[config.mk]
export PLATFORM = sky130hd
export DESIGN_NAME = unibus_mem_flat
export DESIGN_NICKNAME = d
export VERILOG_FILES = /design/src/rtl/unibus_mem_if.sv /design/src/rtl/unibus_mem.sv /design/src/flat_wrapper.sv
export SDC_FILE = /design/constraint.sdc
export NUM_CORES = 1
export LEC_CHECK = 0
export ABC_AREA = 0
export CAP_MARGIN = 15
export CORE_AREA = 2 2 81 83
export DETAILED_ROUTE_END_ITERATION = 16
export DIE_AREA = 0 0 83 85
export PLACE_DENSITY = 0.83
export SYNTH_ARGS = -nofsm -noshare
export SYNTH_HDL_FRONTEND = slang
export SYNTH_SLANG_ARGS = --single-unit
[constraint.sdc]
create_clock -name clk -period 1.9 [get_ports clk]
set_input_delay 0.38 -clock clk [delete_from_list [all_inputs] [get_ports clk]]
set_output_delay 0.38 -clock clk [all_outputs]
set_load 0.05 [all_outputs]
[src/rtl/unibus_mem_if.sv]
`default_nettype none
// ============================================================================
// Module      : unibus_mem_if
// Description : Unibus slave-side signal bundle (INIT, address, control,
//               MSYN/SSYN handshake and data lines).
// Revision    : 1.0 - initial release
// ============================================================================
interface unibus_mem_if;
    logic        bus_init;
    logic [17:0] bus_addr;
    logic        bus_c1;
    logic        bus_c0;
    logic        bus_msyn;
    logic [15:0] bus_d_in;
    logic [15:0] bus_d_out;
    logic        bus_d_en;
    logic        bus_ssyn_out;

    modport master (
        output bus_init, bus_addr, bus_c1, bus_c0, bus_msyn, bus_d_in,
        input  bus_d_out, bus_d_en, bus_ssyn_out
    );

    modport slave (
        input  bus_init, bus_addr, bus_c1, bus_c0, bus_msyn, bus_d_in,
        output bus_d_out, bus_d_en, bus_ssyn_out
    );
endinterface
`default_nettype wire

[src/rtl/unibus_mem.sv]
`default_nettype none
// ============================================================================
// Module      : unibus_mem
// Description : Unibus memory slave. Deskews MSYN, decodes a word window,
//               issues one RAM request per bus cycle and answers with SSYN.
//               Reports DATIP read-modify-write locks on dip_lock.
// Revision    : 1.0 - initial release
// ============================================================================
module unibus_mem #(
    parameter logic [17:0] BASE   = 18'o000000,
    parameter int          WORDS  = 8192,
    parameter int          DESKEW = 4
) (
    input  wire logic                       clk,
    input  wire logic                       reset,
    unibus_mem_if.slave                     bus,
    output logic                            mem_req,
    output logic                            mem_we,
    output logic [1:0]                      mem_be,
    output logic [$clog2(WORDS)-1:0]        mem_addr,
    output logic [15:0]                     mem_wdata,
    input  wire logic [15:0]                mem_rdata,
    input  wire logic                       mem_ack,
    output logic                            dip_lock
);

    localparam int AW = $clog2(WORDS);
    localparam int CW = (DESKEW > 1) ? $clog2(DESKEW) : 1;

    localparam logic [2:0] S_IDLE    = 3'd0;
    localparam logic [2:0] S_DESKEW  = 3'd1;
    localparam logic [2:0] S_ACCESS  = 3'd2;
    localparam logic [2:0] S_RESPOND = 3'd3;
    localparam logic [2:0] S_RELEASE = 3'd4;

    localparam logic [1:0] C_DATIP = 2'b01;
    localparam logic [1:0] C_DATOB = 2'b11;

    logic [2:0]    state;
    logic [CW-1:0] cnt;
    logic [1:0]    cyc;

    logic [1:0]    cyc_in;
    logic [17:0]   offset;
    logic          selected;
    logic          deskew_done;
    logic [1:0]    be_in;
    logic          is_read;
    logic          unused_offset_bits;

    // Address decode, byte-lane selection and deskew completion for the current bus inputs
    always_comb begin
        cyc_in      = {bus.bus_c1, bus.bus_c0};
        offset      = bus.bus_addr - BASE;
        selected    = ({14'd0, bus.bus_addr} >= {14'd0, BASE}) &&
                      ({14'd0, bus.bus_addr} <  ({14'd0, BASE} + 32'(2 * WORDS)));
        // MSYN must have been high for DESKEW consecutive cycles, counting this one
        deskew_done = bus.bus_msyn &&
                      (((state == S_IDLE) && (DESKEW == 1)) ||
                       ((state == S_DESKEW) && ((int'(cnt) + 2) == DESKEW)));
        if (cyc_in == C_DATOB) begin
            be_in = bus.bus_addr[0] ? 2'b10 : 2'b01;
        end else begin
            be_in = 2'b11;
        end
        is_read = ~cyc[1];
    end

    assign unused_offset_bits = ^{offset[17:AW+1], offset[0]};

    // Bus cycle sequencer; INIT aborts exactly like reset and drops any pending RAM reply
    always_ff @(posedge clk) begin
        if (reset || bus.bus_init) begin
            state            <= S_IDLE;
            cnt              <= '0;
            cyc              <= 2'b00;
            bus.bus_ssyn_out <= 1'b0;
            bus.bus_d_en     <= 1'b0;
            bus.bus_d_out    <= 16'd0;
            mem_req          <= 1'b0;
            mem_we           <= 1'b0;
            mem_be           <= 2'b00;
            mem_addr         <= '0;
            mem_wdata        <= 16'd0;
            dip_lock         <= 1'b0;
        end else if (deskew_done) begin
            cyc <= cyc_in;
            if (selected) begin
                state     <= S_ACCESS;
                mem_req   <= 1'b1;
                mem_we    <= cyc_in[1];
                mem_be    <= be_in;
                mem_addr  <= offset[AW:1];
                mem_wdata <= bus.bus_d_in;
                dip_lock  <= 1'b0;
            end else begin
                state <= S_RELEASE;
            end
        end else begin
            case (state)
                S_IDLE: begin
                    if (bus.bus_msyn) begin
                        state <= S_DESKEW;
                        cnt   <= '0;
                    end
                end
                S_DESKEW: begin
                    if (!bus.bus_msyn) begin
                        state <= S_IDLE;
                    end else begin
                        cnt <= cnt + 1'b1;
                    end
                end
                S_ACCESS: begin
                    if (mem_ack) begin
                        mem_req <= 1'b0;
                        mem_we  <= 1'b0;
                        mem_be  <= 2'b00;
                        if (is_read) begin
                            bus.bus_d_out <= mem_rdata;
                        end
                        // A master that gave up during the RAM access gets no SSYN
                        if (bus.bus_msyn) begin
                            state            <= S_RESPOND;
                            bus.bus_ssyn_out <= 1'b1;
                            bus.bus_d_en     <= is_read;
                            if (cyc == C_DATIP) begin
                                dip_lock <= 1'b1;
                            end
                        end else begin
                            state <= S_IDLE;
                        end
                    end
                end
                S_RESPOND: begin
                    if (!bus.bus_msyn) begin
                        state            <= S_RELEASE;
                        bus.bus_ssyn_out <= 1'b0;
                        bus.bus_d_en     <= 1'b0;
                    end
                end
                S_RELEASE: begin
                    if (!bus.bus_msyn) begin
                        state <= S_IDLE;
                    end
                end
                default: begin
                    state <= S_IDLE;
                end
            endcase
        end
    end

endmodule
`default_nettype wire

[src/flat_wrapper.sv]
// flat-port wrapper written by rule: the top's interface ports become plain ports
module unibus_mem_flat 
#(
    parameter logic [17:0] BASE   = 18'o000000,
    parameter int          WORDS  = 8192,
    parameter int          DESKEW = 4
)
  (clk, reset, mem_req, mem_we, mem_be, mem_addr, mem_wdata, mem_rdata, mem_ack, dip_lock, bus_bus_init, bus_bus_addr, bus_bus_c1, bus_bus_c0, bus_bus_msyn, bus_bus_d_in, bus_bus_d_out, bus_bus_d_en, bus_bus_ssyn_out);
  unibus_mem_if bus_i ();
  input  wire logic clk;
  input  wire logic reset;
  output logic mem_req;
  output logic mem_we;
  output logic [1:0] mem_be;
  output logic [$clog2(WORDS)-1:0] mem_addr;
  output logic [15:0] mem_wdata;
  input  wire logic [15:0] mem_rdata;
  input  wire logic mem_ack;
  output logic dip_lock;
  input wire logic [$bits(bus_i.bus_init)-1:0] bus_bus_init;
  input wire logic [$bits(bus_i.bus_addr)-1:0] bus_bus_addr;
  input wire logic [$bits(bus_i.bus_c1)-1:0] bus_bus_c1;
  input wire logic [$bits(bus_i.bus_c0)-1:0] bus_bus_c0;
  input wire logic [$bits(bus_i.bus_msyn)-1:0] bus_bus_msyn;
  input wire logic [$bits(bus_i.bus_d_in)-1:0] bus_bus_d_in;
  output wire logic [$bits(bus_i.bus_d_out)-1:0] bus_bus_d_out;
  output wire logic [$bits(bus_i.bus_d_en)-1:0] bus_bus_d_en;
  output wire logic [$bits(bus_i.bus_ssyn_out)-1:0] bus_bus_ssyn_out;
  assign bus_i.bus_init = bus_bus_init;
  assign bus_i.bus_addr = bus_bus_addr;
  assign bus_i.bus_c1 = bus_bus_c1;
  assign bus_i.bus_c0 = bus_bus_c0;
  assign bus_i.bus_msyn = bus_bus_msyn;
  assign bus_i.bus_d_in = bus_bus_d_in;
  assign bus_bus_d_out = bus_i.bus_d_out;
  assign bus_bus_d_en = bus_i.bus_d_en;
  assign bus_bus_ssyn_out = bus_i.bus_ssyn_out;
  unibus_mem #(.BASE(BASE), .WORDS(WORDS), .DESKEW(DESKEW)) u_core (.clk(clk), .reset(reset), .bus(bus_i), .mem_req(mem_req), .mem_we(mem_we), .mem_be(mem_be), .mem_addr(mem_addr), .mem_wdata(mem_wdata), .mem_rdata(mem_rdata), .mem_ack(mem_ack), .dip_lock(dip_lock));
endmodule
==> run summary, run 1 <==
synthesized area - 2520 sq um
upper clock frequency limit - 531 MHz
total number of vias - 2452
minimum clock period - 1880 ps
cell with the most instances after synthesis - nand2_1
count of port buffers added during placement - 108
Hold Vio Cnt, Final - 0
initial antenna violation count - 0
CP max FO - 2
status - finished clean
CTS tree - built
CTS buffer count - 9
Final Cell Area - 3990 sq um
Clock power frac - 0.447
fin worst setup slack - 16.8 ps
Area growth syn-to-layout - 58.6%
Final Util - 0.643
maximum clock path buffer count - 2
Slew headroom - 0.643
Yosys Warn Count - 0
Synthesized Nets - 345
die height - 85 microns
post-CTS setup buffers - 0
CORE AREA - 6200 sq um
async set or reset register ratio after synthesis - 0
Critical Path RT - 1520 ps
Cell Rows - 29
maxcap violations - 0
TritonRoute pass-1 iters - 4
final wirelength - 6.50 mm
#FFs+latches synth - 59
Inserted Diodes - 0
nets - 459
logic gate share of total power - 0.079
Mapped Cells - 287
Final Max Slew Viols - 0
switching share of power - 0.217
clk sink count - 59
NetSw - 566 uW
WP data arrival - 1500 ps
HP Class - flop to flop
vias in the first global route - 2467
Initial Util - 0.406
1st-iter DRT viols - 147
chip width - 83 microns
delay-heaviest family, CP - buffers and inverters
Final period util - 0.991
pre-CTS setup slack - -221 ps
layout cells sized above 1 - 0.108
biggest area consumer among synthesized cells - dfxtp_1
die area - 7060 sq um
Synth top area share - 0.469
Main synth FF type - dfxtp_1
power density over cell area - 654 nW/um^2
Avg Inst Size Synth - 8.77 sq um
hold_ws - 455 ps
EDFF count, synth - 0
setup repair after global routing missed its margin - false
Clock Pin Slew Worst Setup and Hold Paths - 70 ps
CP startpoint kind - flop
drt wl/cell - 13.5 microns
Post-DP Area - 3730 sq um
CP cell instances - clkdlybuf4s50_1
drt drc - 0
Yosys cell types - 37
worst skew pair latency - 340 ps
first-pass GRT wire length - 11.2 mm
endpoint type of the worst setup path - output port
Layout Skew - 7.56 ps
Placer Congestion - 0.790
CP peak stage delay - 820 ps
register area share after synthesis - 0.469
sequential share of power - 0.474
P_int - 2040 uW
ANT nets after route - 0
WS Path Type - flop to output port
Slowest-stage cell, CP - clkdlybuf4s50_1
Buf/Inv on CP - 1
clk root buf - clkbuf_8
Worst-Margin Slew - 534 ps
standby leakage power - 0.00182 uW
top cells by area, synth - dfxtp_1 47%, mux2i_1 14%, nand2_1 10%
VDD IR-drop max - 0.000396 V
hpwl dp - 4.67 mm
H-tree Lvls - 3
most frequent cells after synthesis - 67 x nand2_1, 59 x dfxtp_1, 34 x mux2i_1
gr usage total - 0.193
mean number of vias per cell - 5.08
pin count of the biggest net entering global routing - 32
R2R setup slack - 330 ps
Final setup viols - 0
I/O pins - 109
grt ovf - 0
tightest hold or removal path, delay by kind of cell, from the launching register on:
kind,cells,cell delay [ps]
multiplexers,1,50
flip-flops,1,310
AND/OR/NAND/NOR,1,50
metrics by stage:
| stage | setup TNS [ps] | instances | power [uW] |
|---|---|---|---|
| after floorplan | 0 | 287 | 1320 |
| after global placement | -5430 | 467 | 1470 |
| after detailed placement | -5670 | 467 | 1470 |
| after CTS | 0 | 483 | 2640 |
| after global routing | 0 | 483 | 2710 |
| final | 0 | 483 | 2610 |
flip-flops by register name, summed over array words and instances, names as in the netlist, 2 cells and up:
| register | count |
|---|---|
| u_core.bus.bus_d_out | 16 |
| u_core.cnt | 2 |
| u_core.cyc | 2 |
| u_core.mem_addr | 13 |
| u_core.mem_be | 2 |
| u_core.mem_wdata | 16 |
| u_core.state | 3 |
final cells by class:
cell class / count / area [sq um]
Timing Repair Buffer: 125 / 1280
Sequential cell: 59 / 1180
Fill cell: 506 / 2210
Clock buffer: 12 / 155
Inverter: 2 / 7.51
Clock inverter: 4 / 48.8
Tap cell: 77 / 96.3
Multi-Input combinational cell: 204 / 1220
power groups by stage:
stage | sequential, uW | combinational, uW | clock, uW
after floorplan | 1270 | 53.9 | 0
after global placement | 1270 | 204 | 0
after detailed placement | 1270 | 205 | 0
after CTS | 1240 | 206 | 1190
after global routing | 1240 | 223 | 1250
final | 1240 | 206 | 1170
cells by family after synthesis:
logic type	Yosys count	synth area share
buffers and inverters	24	0.0507
multiplexers	34	0.135
AND/OR/NAND/NOR	117	0.223
flip-flops	59	0.469
adder cells (fa/ha/maj)	1	0.00497
AO/OA/AOI/OAI	52	0.117
layout by cell type, fill, tap and decap left out, types with 2 or more instances in the layout:
master,count
nor4_1,2
a2111oi_0,2
nor3b_1,2
clkinv_2,2
nor2b_1,4
o21ai_1,2
o21ai_0,19
nor2_1,2
dfxtp_1,59
nand3_1,24
buf_4,21
or3_1,2
a21boi_0,2
mux2i_1,34
nand2b_1,2
clkdlybuf4s50_1,77
buf_12,2
nand3b_1,2
clkbuf_8,11
dlymetal6s2s_1,25
a21oi_1,20
nand2_1,67
inv_1,2
routing by layer:
layer  global-route usage  vias up  wire length (microns)
li1                     -     1220                      -
met4               0.0790        0                    102
met5                    0        -                      0
met1                0.221     1115                   2720
met2                0.325      107                   3090
met3               0.0749       10                    592
worst paths after layout:
kind,startpoint,endpoint,depth (start not counted)
min,u_core.mem_wdata[13]$_SDFFE_PP0P_,u_core.mem_wdata[13]$_SDFFE_PP0P_,2
min reg2reg,u_core.mem_wdata[13]$_SDFFE_PP0P_,u_core.mem_wdata[13]$_SDFFE_PP0P_,2
max,u_core.mem_addr[3]$_SDFFE_PP0P_,mem_addr[3],1
max reg2reg,u_core.cnt[0]$_SDFFE_PP0P_,u_core.mem_wdata[2]$_SDFFE_PP0P_,6
timing repair:
action	4_1_cts	5_1_grt
hold buffers	0	0
gates resized for setup	0	25
endpoints found under the setup margin	0	25
Note: power is estimated with default switching activity, not from simulation.
==> run 2: changes to the inputs <==
--- a/config.mk
+++ b/config.mk
@@ -11,6 +11,7 @@
 export DETAILED_ROUTE_END_ITERATION = 16
 export DIE_AREA = 0 0 83 85
 export PLACE_DENSITY = 0.83
+export SETUP_SLACK_MARGIN = 0.15
 export SYNTH_ARGS = -nofsm -noshare
 export SYNTH_HDL_FRONTEND = slang
 export SYNTH_SLANG_ARGS = --single-unit
==> run summary, run 2 (synthesis results as in run 1) <==
Area growth syn-to-layout - 57.8%
CTS tree - built
final wirelength - 6.76 mm
Final Max Slew Viols - 0
maximum clock path buffer count - 2
first-pass GRT wire length - 11.2 mm
Clock Pin Slew Worst Setup and Hold Paths - 70 ps
CP max FO - 2
die area - 7060 sq um
clk root buf - clkbuf_8
upper clock frequency limit - 622 MHz
Slew headroom - 0.657
I/O pins - 109
setup_tns - 0 ps
TritonRoute pass-1 iters - 4
CP startpoint kind - flop
Final period util - 0.846
Slowest-stage cell, CP - dlygate4sd2_1
Final setup viols - 0
endpoint type of the worst setup path - output port
WP data arrival - 1230 ps
drt wl/cell - 13.9 microns
minimum clock period - 1610 ps
layout cells sized above 1 - 0.120
Filler cells - 527
chip width - 83 microns
Inserted Diodes - 0
drt drc - 0
mean number of vias per cell - 5.05
H-tree Lvls - 3
total number of vias - 2458
hold_ws - 461 ps
most common cell after layout, fill and taps aside - nand2_1
clk sink count - 59
most frequent cells in the layout - 67 x nand2_1, 59 x dfxtp_1, 52 x clkdlybuf4s50_1
final instance count without filler cells - 487
multi-input logic area - 1230 sq um
setup repair after global routing missed its margin - false
Initial Util - 0.406
Critical Path RT - 1520 ps
Worst-Margin Slew - 516 ps
Buf/Inv on CP - 1
initial antenna violation count - 0
pin count of the biggest net entering global routing - 32
Placer Congestion - 0.790
hpwl dp - 4.67 mm
standby leakage power - 0.00165 uW
Hold Buf Count CTS - 0
vias in the first global route - 2455
CP peak stage delay - 540 ps
CORE AREA - 6200 sq um
grt ovf - 0
ANT nets after route - 0
maxcap violations - 0
WS Path Type - flop to output port
die height - 85 microns
power density over cell area - 658 nW/um^2
1st-iter DRT viols - 158
HP Class - flop to flop
Register Area - 1180 sq um
count of port buffers added during placement - 108
Hold Vio Cnt, Final - 0
worst skew pair latency - 340 ps
Layout Skew - 6.62 ps
largest registers - u_core.bus.bus_d_out x16, u_core.mem_wdata x16, u_core.mem_addr x13
status - finished clean
CP cell instances - dlygate4sd2_1
Cell Rows - 29
number of cells after detailed placement - 467
delay-heaviest family, CP - buffers and inverters
CTS buffer count - 9
nets - 463
VDD IR-drop max - 0.000404 V
gr usage total - 0.193
[run 2: cell count changes in the layout (fill, tap and decap cells not counted), moves of 2 or more]
cell             delta
clkbuf_16           +2
clkdlybuf4s50_1    -25
buf_6               +2
dlygate4sd2_1      +46
dlymetal6s2s_1     -21
[run 2: power by group]
group          leakage (uW)  switching, uW  internal, uW
sequential         0.000475          0.573          1240
combinational       0.00107           74.2           130
clock              0.000106            496           675
total               0.00165            570          2040
[run 2: worst paths after layout]
kind         depth (start not counted)                             from                               to  slack (ps)
max                                  1  u_core.mem_addr[1]$_SDFFE_PP0P_                      mem_addr[1]         290
min                                  2  u_core.mem_addr[0]$_SDFFE_PP0P_  u_core.mem_addr[0]$_SDFFE_PP0P_         460
max reg2reg                          5       u_core.cnt[0]$_SDFFE_PP0P_     u_core.dip_lock$_SDFFE_PP0P_         310
min reg2reg                          2  u_core.mem_addr[0]$_SDFFE_PP0P_  u_core.mem_addr[0]$_SDFFE_PP0P_         460
[run 2: area by class of cell]
type / count / area share
tap: 77 / 0.0243
clock buffer: 12 / 0.0391
sequential: 59 / 0.297
inverter: 2 / 0.00189
timing repair buffer: 129 / 0.316
multi-input combinational: 204 / 0.309
clock inverter: 4 / 0.0123
[run 2: per-stage QoR]
step | instance area [sq um] | setup WS, ps | utilization | total power [uW]
2_1_floorplan | 2520 | 267 | - | 1320
3_3_place_gp | 3730 | -185 | 0.601 | 1470
3_5_place_dp | 3730 | -221 | 0.601 | 1470
4_1_cts | 3870 | 127 | 0.624 | 2640
5_1_grt | 3970 | 194 | 0.640 | 2710
6_report | 3970 | 293 | 0.640 | 2610
[run 2: what timing repair did]
item | 4_1_cts | 5_1_grt
buffers inserted | 0 | 1
endpoints found under the setup margin | 55 | 27
pin swaps | 0 | 2
gates cloned | 0 | 3
resized for setup | 46 | 6
[run 2: routing by layer]
layer	vias up	GRT usage	wire, microns	part of all wire
li1	1224	-	-	-
met1	1123	0.222	2830	0.42
met2	102	0.326	3260	0.48
met3	9	0.0720	565	0.084
met4	0	0.0790	104	0.015
met5	-	0	0	0
==> run 3: changes to the inputs <==
==> constraint.sdc (replaced) <==
create_clock -name clk -period 1.6 [get_ports clk]
set_input_delay 0.32 -clock clk [delete_from_list [all_inputs] [get_ports clk]]
set_output_delay 0.32 -clock clk [all_outputs]
set_load 0.05 [all_outputs]
==> run summary, run 3 (synthesis results as in run 1) <==
status - finished clean
standby leakage power - 0.00161 uW
initial antenna violation count - 0
HP Class - flop to flop
Final setup viols - 0
drt drc - 0
upper clock frequency limit - 660 MHz
endpoint type of the worst setup path - flop
grt ovf - 0
die area - 7060 sq um
CTS buffer count - 9
Cell Rows - 29
CP startpoint kind - primary input
most common cell after layout, fill and taps aside - buf_4
setup repair after global routing missed its margin - true
vias in the first global route - 2495
Hold Vio Cnt, Final - 0
total number of vias - 2523
Worst-Margin Slew - 480 ps
Hold Buf Count CTS - 0
hpwl dp - 4.80 mm
die height - 85 microns
maximum clock path buffer count - 2
TritonRoute pass-1 iters - 4
clk sink count - 59
ANT nets after route - 0
first-pass GRT wire length - 11.5 mm
pin count of the biggest net entering global routing - 51
WS Path Type - primary input to flop
Final Total Pwr - 3570 uW
final wirelength - 7.08 mm
Critical Path RT - 1860 ps
Final Max Slew Viols - 0
chip width - 83 microns
Slew headroom - 0.680
largest registers - u_core.bus.bus_d_out x16, u_core.mem_wdata x16, u_core.mem_addr x13
Post-DP Area - 3660 sq um
Layout Skew - 8.56 ps
Final period util - 0.946
final instance count without filler cells - 500
1st-iter DRT viols - 157
power density over cell area - 865 nW/um^2
number of cells after detailed placement - 474
Final Cell Area - 4130 sq um
Final Util - 0.665
H-tree Lvls - 3
minimum clock period - 1510 ps
mean number of vias per cell - 5.05
WP data arrival - 1780 ps
most frequent cells in the layout - 77 x buf_4, 67 x nand2_1, 55 x dfxtp_1
clk root buf - clkbuf_8
pre-CTS setup slack - -467 ps
Initial Util - 0.406
Placer Congestion - 0.808
Inserted Diodes - 0
maxcap violations - 0
gr usage total - 0.200
nets - 476
CP max FO - 7
Area growth syn-to-layout - 64.0%
CTS tree - built
count of port buffers added during placement - 108
worst skew pair latency - 340 ps
drt wl/cell - 14.2 microns
layout cells sized above 1 - 0.288
fin worst setup slack - 85.9 ps
I/O pins - 109
Clock Pin Slew Worst Setup and Hold Paths - 70 ps
CORE AREA - 6200 sq um
VDD IR-drop max - 0.000767 V
[run 3: cell types whose count changed in the layout (fill, tap and decap cells not counted), sizes merged]
cell,change
clkinv,-1
bufinv,+3
clkdlybuf4s50,-2
clkdlybuf4s15,+1
dlygate4sd2,-45
dlymetal6s2s,-3
buf,+63
inv,+1
clkbuf,-4
[run 3: power breakdown]
group	switching, uW	internal (uW)
logic	89.9	164
registers	2.46	1470
clock network	636	1210
total	729	2840
[run 3: cell type report]
| type | count | area [sq um] |
|---|---|---|
| multi-input cells | 204 | 1270 |
| clock buffers | 9 | 124 |
| well taps | 77 | 96.3 |
| inverters | 2 | 7.51 |
| repair buffers | 142 | 1300 |
| clock inverters | 7 | 149 |
| fillers | 482 | 2080 |
| flip-flops and latches | 59 | 1190 |
[run 3: worst max-delay path, stage by stage]
cell	delay [ps]
buf_6	90
or4_4	570
nor3_4	280
buf_6	170
buf_12	130
mux2i_2	200
[run 3: through the flow]
step / TNS [ps] / hold slack (ps)
2_1_floorplan: 0 / 452
3_3_place_gp: -14200 / 443
3_5_place_dp: -15800 / 451
4_1_cts: 0 / 463
5_1_grt: 0 / 476
6_report: 0 / 457
[run 3: worst paths after layout]
check | start | end | slack, ps | cells after the start
max | bus_bus_addr[16] | u_core.mem_addr[6]$_SDFFE_PP0P_ | 90 | 6
min | u_core.bus.bus_ssyn_out$_SDFFE_PP0P_ | u_core.bus.bus_ssyn_out$_SDFFE_PP0P_ | 460 | 2
max reg2reg | u_core.state[2]$_SDFFE_PP0P_ | u_core.mem_addr[6]$_SDFFE_PP0P_ | 130 | 5
min reg2reg | u_core.bus.bus_ssyn_out$_SDFFE_PP0P_ | u_core.bus.bus_ssyn_out$_SDFFE_PP0P_ | 460 | 2
[run 3: timing repair]
item	4_1_cts	5_1_grt
pin swaps	3	5
gates cloned	2	2
setup endpoints to repair	37	43
gates resized for setup	28	12
setup buffers	3	3
[run 3: metal layers]
metal / global-route usage / share of wire / wire (microns) / vias to the layer above
met5: 0 / 0 / 0 / -
met4: 0.0760 / 0.018 / 128 / 0
met3: 0.0730 / 0.080 / 564 / 13
met2: 0.343 / 0.50 / 3520 / 109
met1: 0.230 / 0.41 / 2870 / 1150
li1: - / - / - / 1251
